[src/rtl/uart_tx_sched_if.sv]
// Byte handshake between the UART register file and the transmit scheduler.
// The master offers tx_data_i/tx_valid_i; the slave answers with tx_ready_o.
interface uart_tx_sched_if;
  logic [7:0] tx_data_i;
  logic       tx_valid_i;
  logic       tx_ready_o;

  modport master (
    output tx_data_i,
    output tx_valid_i,
    input  tx_ready_o
  );

  modport slave (
    input  tx_data_i,
    input  tx_valid_i,
    output tx_ready_o
  );
endinterface

[src/rtl/uart_tx_sched.sv]
// UART baud scheduler and frame sequencer: start, 8 data bits LSB first, stop bit(s).
// Define UART_PARITY_EN to add the parity_odd_i port and a parity bit after the data.
module uart_tx_sched #(
  parameter int DIV_W     = 16,
  parameter int STOP_BITS = 1
) (
  input  logic             clk_i,
  input  logic             reset,
  input  logic [DIV_W-1:0] div_i,
  uart_tx_sched_if.slave   tx_if,
`ifdef UART_PARITY_EN
  input  logic             parity_odd_i,
`endif
  output logic             txd_o,
  output logic             busy_o,
  output logic             baud_tick_o
);

  typedef enum logic [2:0] {
    S_IDLE,
    S_START,
    S_DATA,
    S_PARITY,
    S_STOP
  } state_t;

  localparam logic             LAST_STOP = (STOP_BITS == 2) ? 1'b1 : 1'b0;
  localparam logic [DIV_W-1:0] ONE       = {{(DIV_W-1){1'b0}}, 1'b1};
  localparam logic [DIV_W-1:0] ZERO      = '0;

  state_t           state_q, state_d;
  logic [DIV_W-1:0] cnt_q, cnt_d;
  logic [DIV_W-1:0] div_q, div_d;
  logic [7:0]       data_q, data_d;
  logic [2:0]       bit_idx_q, bit_idx_d;
  logic             stop_idx_q, stop_idx_d;
  logic             txd_q, txd_d;
  logic             ready_q, ready_d;
  logic             busy_q, busy_d;
  logic             parity_bit;
  logic [DIV_W-1:0] last_cnt;
  logic             tick;
  logic             accept;

`ifdef UART_PARITY_EN
  logic parity_odd_q, parity_odd_d;
  assign parity_bit = (^data_d) ^ parity_odd_d;
`else
  assign parity_bit = 1'b0;
`endif

  // div_q is never 0, so div_q-1 cannot wrap and the compare holds at full width.
  assign last_cnt = div_q - ONE;
  assign tick     = (state_q != S_IDLE) && (cnt_q == last_cnt);
  assign accept   = (state_q == S_IDLE) && ready_q && tx_if.tx_valid_i;

  always_comb begin
    state_d    = state_q;
    cnt_d      = cnt_q;
    div_d      = div_q;
    data_d     = data_q;
    bit_idx_d  = bit_idx_q;
    stop_idx_d = stop_idx_q;
`ifdef UART_PARITY_EN
    parity_odd_d = parity_odd_q;
`endif

    if (state_q != S_IDLE) begin
      cnt_d = tick ? ZERO : cnt_q + ONE;
    end

    case (state_q)
      S_IDLE: begin
        if (accept) begin
          state_d = S_START;
          cnt_d   = ZERO;
          div_d   = (div_i == ZERO) ? ONE : div_i;
          data_d  = tx_if.tx_data_i;
`ifdef UART_PARITY_EN
          parity_odd_d = parity_odd_i;
`endif
        end
      end
      S_START: begin
        if (tick) begin
          state_d   = S_DATA;
          bit_idx_d = 3'd0;
        end
      end
      S_DATA: begin
        if (tick) begin
          if (bit_idx_q == 3'd7) begin
`ifdef UART_PARITY_EN
            state_d = S_PARITY;
`else
            state_d    = S_STOP;
            stop_idx_d = 1'b0;
`endif
          end else begin
            bit_idx_d = bit_idx_q + 3'd1;
          end
        end
      end
      S_PARITY: begin
        if (tick) begin
          state_d    = S_STOP;
          stop_idx_d = 1'b0;
        end
      end
      S_STOP: begin
        if (tick) begin
          if (stop_idx_q == LAST_STOP) begin
            state_d = S_IDLE;
          end else begin
            stop_idx_d = 1'b1;
          end
        end
      end
      default: state_d = S_IDLE;
    endcase

    // Pin value and handshake flags are registered from the upcoming state.
    case (state_d)
      S_START:  txd_d = 1'b0;
      S_DATA:   txd_d = data_d[bit_idx_d];
      S_PARITY: txd_d = parity_bit;
      default:  txd_d = 1'b1;
    endcase
    ready_d = (state_d == S_IDLE);
    busy_d  = (state_d != S_IDLE);
  end

  always_ff @(posedge clk_i) begin
    if (reset) begin
      state_q    <= S_IDLE;
      cnt_q      <= ZERO;
      div_q      <= ONE;
      data_q     <= 8'h00;
      bit_idx_q  <= 3'd0;
      stop_idx_q <= 1'b0;
      txd_q      <= 1'b1;
      ready_q    <= 1'b1;
      busy_q     <= 1'b0;
`ifdef UART_PARITY_EN
      parity_odd_q <= 1'b0;
`endif
    end else begin
      state_q    <= state_d;
      cnt_q      <= cnt_d;
      div_q      <= div_d;
      data_q     <= data_d;
      bit_idx_q  <= bit_idx_d;
      stop_idx_q <= stop_idx_d;
      txd_q      <= txd_d;
      ready_q    <= ready_d;
      busy_q     <= busy_d;
`ifdef UART_PARITY_EN
      parity_odd_q <= parity_odd_d;
`endif
    end
  end

  assign tx_if.tx_ready_o = ready_q;
  assign txd_o            = txd_q;
  assign busy_o           = busy_q;
  assign baud_tick_o      = tick;

endmodule

[src/flat_wrapper.sv]
// flat-port wrapper written by rule: the top's interface ports become plain ports
module uart_tx_sched_flat 
#(
  parameter int DIV_W     = 16,
  parameter int STOP_BITS = 1
)
  (clk_i, reset, div_i, txd_o, busy_o, baud_tick_o, tx_if_tx_data_i, tx_if_tx_valid_i, tx_if_tx_ready_o);
  uart_tx_sched_if tx_if_i ();
  input  logic clk_i;
  input  logic reset;
  input  logic [DIV_W-1:0] div_i;
  output logic txd_o;
  output logic busy_o;
  output logic baud_tick_o;
  input wire logic [$bits(tx_if_i.tx_data_i)-1:0] tx_if_tx_data_i;
  input wire logic [$bits(tx_if_i.tx_valid_i)-1:0] tx_if_tx_valid_i;
  output wire logic [$bits(tx_if_i.tx_ready_o)-1:0] tx_if_tx_ready_o;
  assign tx_if_i.tx_data_i = tx_if_tx_data_i;
  assign tx_if_i.tx_valid_i = tx_if_tx_valid_i;
  assign tx_if_tx_ready_o = tx_if_i.tx_ready_o;
  uart_tx_sched #(.DIV_W(DIV_W), .STOP_BITS(STOP_BITS)) u_core (.clk_i(clk_i), .reset(reset), .div_i(div_i), .tx_if(tx_if_i), .txd_o(txd_o), .busy_o(busy_o), .baud_tick_o(baud_tick_o));
endmodule
[config.mk]
export PLATFORM = sky130hd
export DESIGN_NAME = uart_tx_sched_flat
export DESIGN_NICKNAME = d
export VERILOG_FILES = /design/src/rtl/uart_tx_sched_if.sv /design/src/rtl/uart_tx_sched.sv /design/src/flat_wrapper.sv
export SDC_FILE = /design/constraint.sdc
export NUM_CORES = 1
export LEC_CHECK = 0
export CAP_MARGIN = 20
export CORE_ASPECT_RATIO = 0.6
export CORE_MARGIN = 1
export CORE_UTILIZATION = 50
export CTS_BUF_LIST = sky130_fd_sc_hd__clkbuf_16
export DETAILED_ROUTE_END_ITERATION = 6
export GPL_TIMING_DRIVEN = 0
export HOLD_SLACK_MARGIN = 0.03
export PLACE_DENSITY_LB_ADDON = 0.15
export SLEW_MARGIN = 20
export SYNTH_ARGS = -nofsm -noshare
export SYNTH_HDL_FRONTEND = slang
export SYNTH_SLANG_ARGS = --single-unit
[constraint.sdc]
create_clock -name clk_i -period 5.93 [get_ports clk_i]
set_clock_uncertainty 0.2 [all_clocks]
set_input_delay 1.779 -clock clk_i [delete_from_list [all_inputs] [get_ports clk_i]]
set_output_delay 1.779 -clock clk_i [all_outputs]
set_load 0.02 [all_outputs]
Yosys cells after proc, flatten, opt, wreduce, memory -nomap -nowiden
Cells that the tools add are included.

storage, ports and cells
  bits in latches = 0
  memories kept = 0
  word-level logic and storage cells = 66
  flip-flop bits (word level) = 50
  memory bits (writable) = 0
  memory bits (read-only) = 0
  bits of input ports = 27

operators by class
  shifts and indexed selects = 0
  bitwise logic cells = 0
  equality and inequality tests = 13
  $mul = 0
  divide/modulo/power cells = 0
  magnitude comparators = 1
  mux-type cells = 28
  add/subtract/negate cells = 3
  reductions and logical operators = 12

operator list
  cell                                                  number
  2-to-1 mux 16 bit                                     5
  2-to-1 mux 3 bit                                      10
  adder 16 x 1 -> 16 bit (second input constant)        1
  equality test 16 bit                                  1
  zero test 16 bit                                      1
  2-to-1 mux 8 bit                                      2
  subtractor 16 x 1 -> 16 bit (second input constant)   1
  case mux 3 bit (5 select lines)                       1
  equality test 3 x 2 -> 1 bit (second input constant)  4
  nonzero test 3 bit                                    3
  != test 2 x 1 -> 1 bit (second input constant)        4
  equality test 3 x 1 -> 1 bit (second input constant)  2
  equality test 3 bit (second input constant)           2
  zero test 3 bit                                       2
  2-to-1 mux 1 bit                                      6
  case mux 3 bit (2 select lines)                       1
  AND reduction 5 bit                                   1
  < comparator 3 x 4 -> 1 bit (second input constant)   1
  adder 3 x 1 -> 3 bit (second input constant)          1
  binary-select mux 1 bit (select 3 bit)                1
  logical AND 1 bit                                     3
  case mux 1 bit (3 select lines)                       1
  case mux 1 bit (2 select lines)                       1
  AND reduction 2 bit                                   1
  OR reduction 2 bit                                    1

Depth between registers and ports, before layout
Gate-level depths: netlist of the first run.

  word-level depth = 8
  depth in mapped cells = 13

Worst setup path before layout of the first run
No wires, ideal clock.

  path kind = reg-to-output
  start point = register u_core.div_q[3]
  end point = output port baud_tick_o
  slack = 1.178 ns
  cell stages (with the launch flop) = 9
  data arrival time = 2.773 ns
  path buffers = 2
  cells stage by stage = dfxtp_1 > buf_6 > or4_1 > buf_2 > or4_4 > o21ai_2 > a311oi_1 > or4_1 > nor3_1

on the way
  cells in the longest elaborated chain, start to end = 3

ends and longest elaborated chain
  what                         line                  RTL
  start: declaration           uart_tx_sched.sv:33   logic [DIV_W-1:0] div_q, div_d;
  start signal: assignment     uart_tx_sched.sv:150  div_q <= div_d;
  subtractor 16 x 1 -> 16 bit  uart_tx_sched.sv:53   assign last_cnt = div_q - ONE;
  equality test 16 bit         uart_tx_sched.sv:54   assign tick = (state_q != S_IDLE) && (cnt_q == last_cnt);
  logical AND 1 bit            uart_tx_sched.sv:54
  end: declaration             flat_wrapper.sv:14    output logic baud_tick_o;

Every way passes these cells.

Final worst setup path of the first run
Ends and elaborated chain as after synthesis.

==> results.cfg, run 1 <==
[cts]
ctsHoldBuffers = 0
clkLatencyLatePin_ps = 290
cts_buffers = 5
cts_setup_buffers = 0
cts.clk_slew.worst_paths_ps = 70
cts-resized-gates = 0
root_buffer = clkbuf_16
cts_tree = done
max-clock-path-buffers = 2
htree_levels = 2
cts.sinks = 49

[route]
viasPerCell = 5.88
wl_per_cell_microns = 15.5
ant_nets = 0
routed_wl_mm = 6.77
drc_errors = 0
first_iter_violations = 186
first_pass_iters = 6
num_vias = 2565

[critical_path]
r2r_start = u_core.div_q[3]
startpoint = u_core.div_q[3]
end_kind = primary output
start_kind = flop
path_class = flop to primary output
crit_required_ps = 3950
arrival_ps = 3560
crit_fanout = 8

[finish]
area_delta_synth_final_pct = 21.8
final_cell_area_sq_um = 3220
final_core_util = 0.635
n_antenna_cell = 0
drive_gt1_frac = 0.0405
fin_nets = 399

[power]
cellPowerDensity_nw_per_um2 = 331
p_leak_uw = 0.00119
power_uw = 1070
ir_drop_v = 0.000159

[global_routing]
grt_pass1_vias = 2209
grt_start_max_net_pins = 16
grt_antenna_before_repair = 0
grt_use_total = 0.266
grt_pass1_wl_mm = 11.0
grt_overflow = 0

[worst_hold_path]
hp-start = u_core.data_q[0]
hold_path_class = flop to flop

[floorplanning]
design.die.area_sq_um = 5600
fp-row-count = 20
core_sq_um = 5080
start_util = 0.521
pin_count = 31
die_h_microns = 58.4
die_w_microns = 95.9

[sta]
drv_slew = 0
layout_setup_ws_ps = 392
worst_slew_pin_slew_ps = 1020
hold_viol = 0
tns_ps = 0
relSlewSlack = 0.312
finalCritPeriodShare = 0.934
max_freq_mhz = 181
fin_crit_ps = 5540
finalSetupViolations = 0
rsz0062_at_grt = no

[synth]
synth_async_sr_flop_share = 0
syn_nets = 362
mappedNetlistArea_sq_um = 2650
syn_area_per_cell_sq_um = 7.97
yosys_warnings = 0
synth-seq-cells = 49
yosysSeqAreaShare = 0.371
synth_top_flop_cell = dfxtp_1
synth_edf_count = 0
synthCells = 332
ys_types = 48

[place]
place_area_sq_um = 3030
portBuffers = 30
hpwl_mm = 5.07
post-place-ws_ps = 744
gp_congestion = 0.917

[job]
cap_violations = 0

[outcome]
status = complete, no violations
-- worst paths after layout --
check	endpoint	slack [ps]	cells past startpoint
worst max-delay path	baud_tick_o	390	9
worst min-delay path	u_core.data_q[0]	270	2
worst max register to register	u_core.cnt_q[11]	1690	11
worst min register to register	u_core.data_q[0]	270	2
-- routing by layer --
layer  up-vias  global-route usage  wire length, microns
met5         -                   0                     0
met3         7              0.0543                   440
li1       1277                   -                     -
met2        83               0.352                  2570
met1      1198               0.421                  3670
met4         0              0.0832                    88
-- worst max-delay path, cell delays in order (launching register included) --
cell	delay [ps]
dfxtp_1	310
buf_6	130
or4_1	510
buf_2	190
or4_4	520
o21ai_2	120
a311oi_1	140
or4_1	540
nor3_1	180
clkdlybuf4s50_1	640
-- synthesized netlist by cell type (3+ instances only) --
master    number  area share
a211oi_1       3      0.0085
a21oi_1       21       0.040
a22o_1        13       0.043
a31oi_1        6       0.014
and3_1         9       0.021
clkbuf_1      16       0.023
dfxtp_1       49        0.37
ha_1           3       0.014
inv_1          9       0.013
nand2_1       40       0.057
nand3_1       15       0.028
nand4_1        5       0.012
nor2_1        30       0.043
nor2b_1        5       0.012
nor3_1         8       0.015
nor4_1        12       0.028
o21ai_0        6       0.011
or3_1         13       0.031
or4_1          5       0.014
xnor2_1       19       0.063
xor2_1        13       0.043
-- registers in the layout, indices dropped and copies added (netlist names) --
signal	count
u_core.cnt_q	16
u_core.div_q	16
u_core.data_q	8
u_core.bit_idx_q	3
u_core.state_q	3
u_core.busy_o	1
u_core.tx_if.tx_ready_o	1
u_core.txd_o	1
-- report_power, final --
part	internal, uW	switching (uW)	leakage (uW)
Combinational	121	184	0.000700
Clock	241	129	0.0000938
Sequential	362	29.9	0.000399
Total	725	343	0.00119
-- final cells by class --
type                    count  area, sq um
clock buffers               5          125
well taps                  66         82.6
flip-flops and latches     49          981
inverters                   9         33.8
fillers                   447         1860
clock inverters             3         65.1
plain buffers              18         76.3
repair buffers             30          300
multi-input cells         256         1560
-- kinds of logic (layout without fill, tap and decap cells) --
group / count (synthesis) / after routing / share of synthesized area
adder cells (fa/ha/maj): 3 / 3 / 0.0142
AND/OR/NAND/NOR: 152 / 152 / 0.290
buffers and inverters: 27 / 65 / 0.0416
AO/OA/AOI/OAI: 68 / 68 / 0.174
multiplexers: 1 / 1 / 0.00378
XOR/XNOR: 32 / 32 / 0.106
flip-flops: 49 / 49 / 0.371
-- layout by cell type (no fill, tap or decap), types with 3 or more instances in the layout --
cell / count
or3_1: 13
and3_1: 9
a211oi_1: 3
nor3_1: 8
xor2_1: 13
xnor2_1: 19
inv_1: 9
o21ai_0: 6
dfxtp_1: 49
clkbuf_1: 16
a21oi_1: 21
nand3_1: 15
a31oi_1: 6
a22o_1: 13
or4_1: 5
nor2_1: 30
ha_1: 3
clkbuf_16: 5
nand2_1: 40
nand4_1: 5
nor4_1: 12
clkdlybuf4s50_1: 30
nor2b_1: 5
-- metrics by stage --
stage | cells | hold WS, ps
after floorplan | 332 | 236
after global placement | 428 | 248
after detailed placement | 428 | 259
after CTS | 436 | 267
after global routing | 436 | 294
final | 436 | 269
Power figures use the tool's default switching activity.
==> run 2, diff against run 1 <==
--- a/config.mk
+++ b/config.mk
@@ -5,10 +5,11 @@
 export SDC_FILE = /design/constraint.sdc
 export NUM_CORES = 1
 export LEC_CHECK = 0
-export CAP_MARGIN = 20
+export CELL_PAD_IN_SITES_DETAIL_PLACEMENT = 1
+export CELL_PAD_IN_SITES_GLOBAL_PLACEMENT = 2
 export CORE_ASPECT_RATIO = 0.6
 export CORE_MARGIN = 1
-export CORE_UTILIZATION = 50
+export CORE_UTILIZATION = 33
 export CTS_BUF_LIST = sky130_fd_sc_hd__clkbuf_16
 export DETAILED_ROUTE_END_ITERATION = 6
 export GPL_TIMING_DRIVEN = 0
==> constraint.sdc (replaced) <==
create_clock -name clk_i -period 6.28 [get_ports clk_i]
set_clock_uncertainty 0.2 [all_clocks]
set_input_delay 1.884 -clock clk_i [delete_from_list [all_inputs] [get_ports clk_i]]
set_output_delay 1.884 -clock clk_i [all_outputs]
set_load 0.02 [all_outputs]
==> results.cfg, run 2 (synthesis gave the netlist of run 1 again) <==
[outcome]
status = complete, no violations

[sta]
hold_viol = 0
worst_slew_pin_slew_ps = 1040
max_freq_mhz = 174
relSlewSlack = 0.302
fin_crit_ps = 5740
drv_slew = 0
rsz0062_at_grt = no
finalSetupViolations = 0
tns_ps = 0
finalCritPeriodShare = 0.914

[cts]
htree_levels = 2
cts_setup_buffers = 0
cts_buffers = 5
cts.sinks = 49
max-clock-path-buffers = 2
cts_tree = done
clkLatencyLatePin_ps = 300
cts.clk_slew.worst_paths_ps = 70
ctsHoldBuffers = 0
cts-resized-gates = 0
root_buffer = clkbuf_16

[global_routing]
grt_start_max_net_pins = 16
grt_antenna_before_repair = 0
grt_overflow = 0
grt_use_total = 0.210
grt_pass1_vias = 2509
grt_pass1_wl_mm = 13.6

[floorplanning]
core_sq_um = 7510
fp-row-count = 24
pin_count = 31
design.die.area_sq_um = 8390
start_util = 0.353
die_w_microns = 118
die_h_microns = 71.4

[finish]
multi_input_area_sq_um = 1570
final_cell_mix = dfxtp_1 (49), nand2_1 (40), nor2_1 (30), clkdlybuf4s50_1 (30), a21oi_1 (21)
stdcell_count = 474
fillers = 934
area_delta_synth_final_pct = 22.0
fin_nets = 399
top_regs = u_core.cnt_q (16), u_core.div_q (16), u_core.data_q (8)
drive_gt1_frac = 0.0432
ff_latch_area_sq_um = 981
n_antenna_cell = 0
final_core_util = 0.430
final_common_cell = dfxtp_1

[critical_path]
crit_required_ps = 4200
arrival_ps = 3660
end_kind = primary output
crit_fanout = 7
path_class = flop to primary output
start_kind = flop

[route]
wl_per_cell_microns = 17.1
ant_nets = 0
viasPerCell = 5.37
first_pass_iters = 4
routed_wl_mm = 8.12
first_iter_violations = 137
num_vias = 2545
drc_errors = 0

[power]
p_leak_uw = 0.00117
ir_drop_v = 0.000108
cellPowerDensity_nw_per_um2 = 292

[place]
placed_cells = 466
gp_congestion = 0.841
hpwl_mm = 6.37
portBuffers = 30

[job]
cap_violations = 0

[worst_hold_path]
hold_path_class = flop to flop
## run 2: changes by cell type in the layout (fill, tap and decap cells not counted), sizes merged
| cell | before | now |
|---|---|---|
| bufinv | 2 | 0 |
| clkinv | 1 | 2 |
| clkinvlp | 0 | 1 |
## run 2: layout make-up
class,count,area share
buffer,18,0.0236
clock buffer,5,0.0387
clock inverter,3,0.00542
inverter,9,0.0105
multi-input combinational,256,0.485
sequential,49,0.304
tap,104,0.0403
timing repair buffer,30,0.0930
## run 2: where the power goes
part	switching, uW	internal (uW)
Combinational	186	115
Clock	126	146
Sequential	27.7	342
## run 2: critical path: stages (launching register included)
cell and delay [ps]:
dfxtp_1 310, buf_6 130, nor4_1 870, nand4_1 210, xnor2_1 290, nand4_1 220
or4_1 510, nor3_1 180, clkdlybuf4s50_1 640
## run 2: stage by stage
step,total power (uW),hold slack [ps],worst slack [ps],cell area [sq um]
3_5_place_dp,673,263,951,3080
2_1_floorplan,565,236,1420,2650
5_1_grt,1000,302,319,3230
4_1_cts,949,272,602,3220
6_report,944,270,539,3230
3_3_place_gp,667,249,879,3080
## run 2: final timing paths
path               startpoint               end  slack (ps)  cells past startpoint
min reg2reg  u_core.data_q[1]  u_core.data_q[1]         270                      2
max reg2reg   u_core.div_q[3]  u_core.cnt_q[11]        1780                     10
max           u_core.div_q[3]       baud_tick_o         540                      8
min          u_core.data_q[1]  u_core.data_q[1]         270                      2
## run 2: layer usage
metal / part of all wire / global-route usage
met3: 0.044 / 0.0398
met2: 0.37 / 0.276
met1: 0.58 / 0.336
met4: 0.011 / 0.0598
met5: 0 / 0
==> run 3, diff against run 2 <==
--- a/config.mk
+++ b/config.mk
@@ -11,6 +11,7 @@
 export CORE_MARGIN = 1
 export CORE_UTILIZATION = 33
 export CTS_BUF_LIST = sky130_fd_sc_hd__clkbuf_16
+export CTS_CLUSTER_SIZE = 12
 export DETAILED_ROUTE_END_ITERATION = 6
 export GPL_TIMING_DRIVEN = 0
 export HOLD_SLACK_MARGIN = 0.03
==> results of run 3 <==
No change in the layout: final DEF, timing and power equal those of run 2.
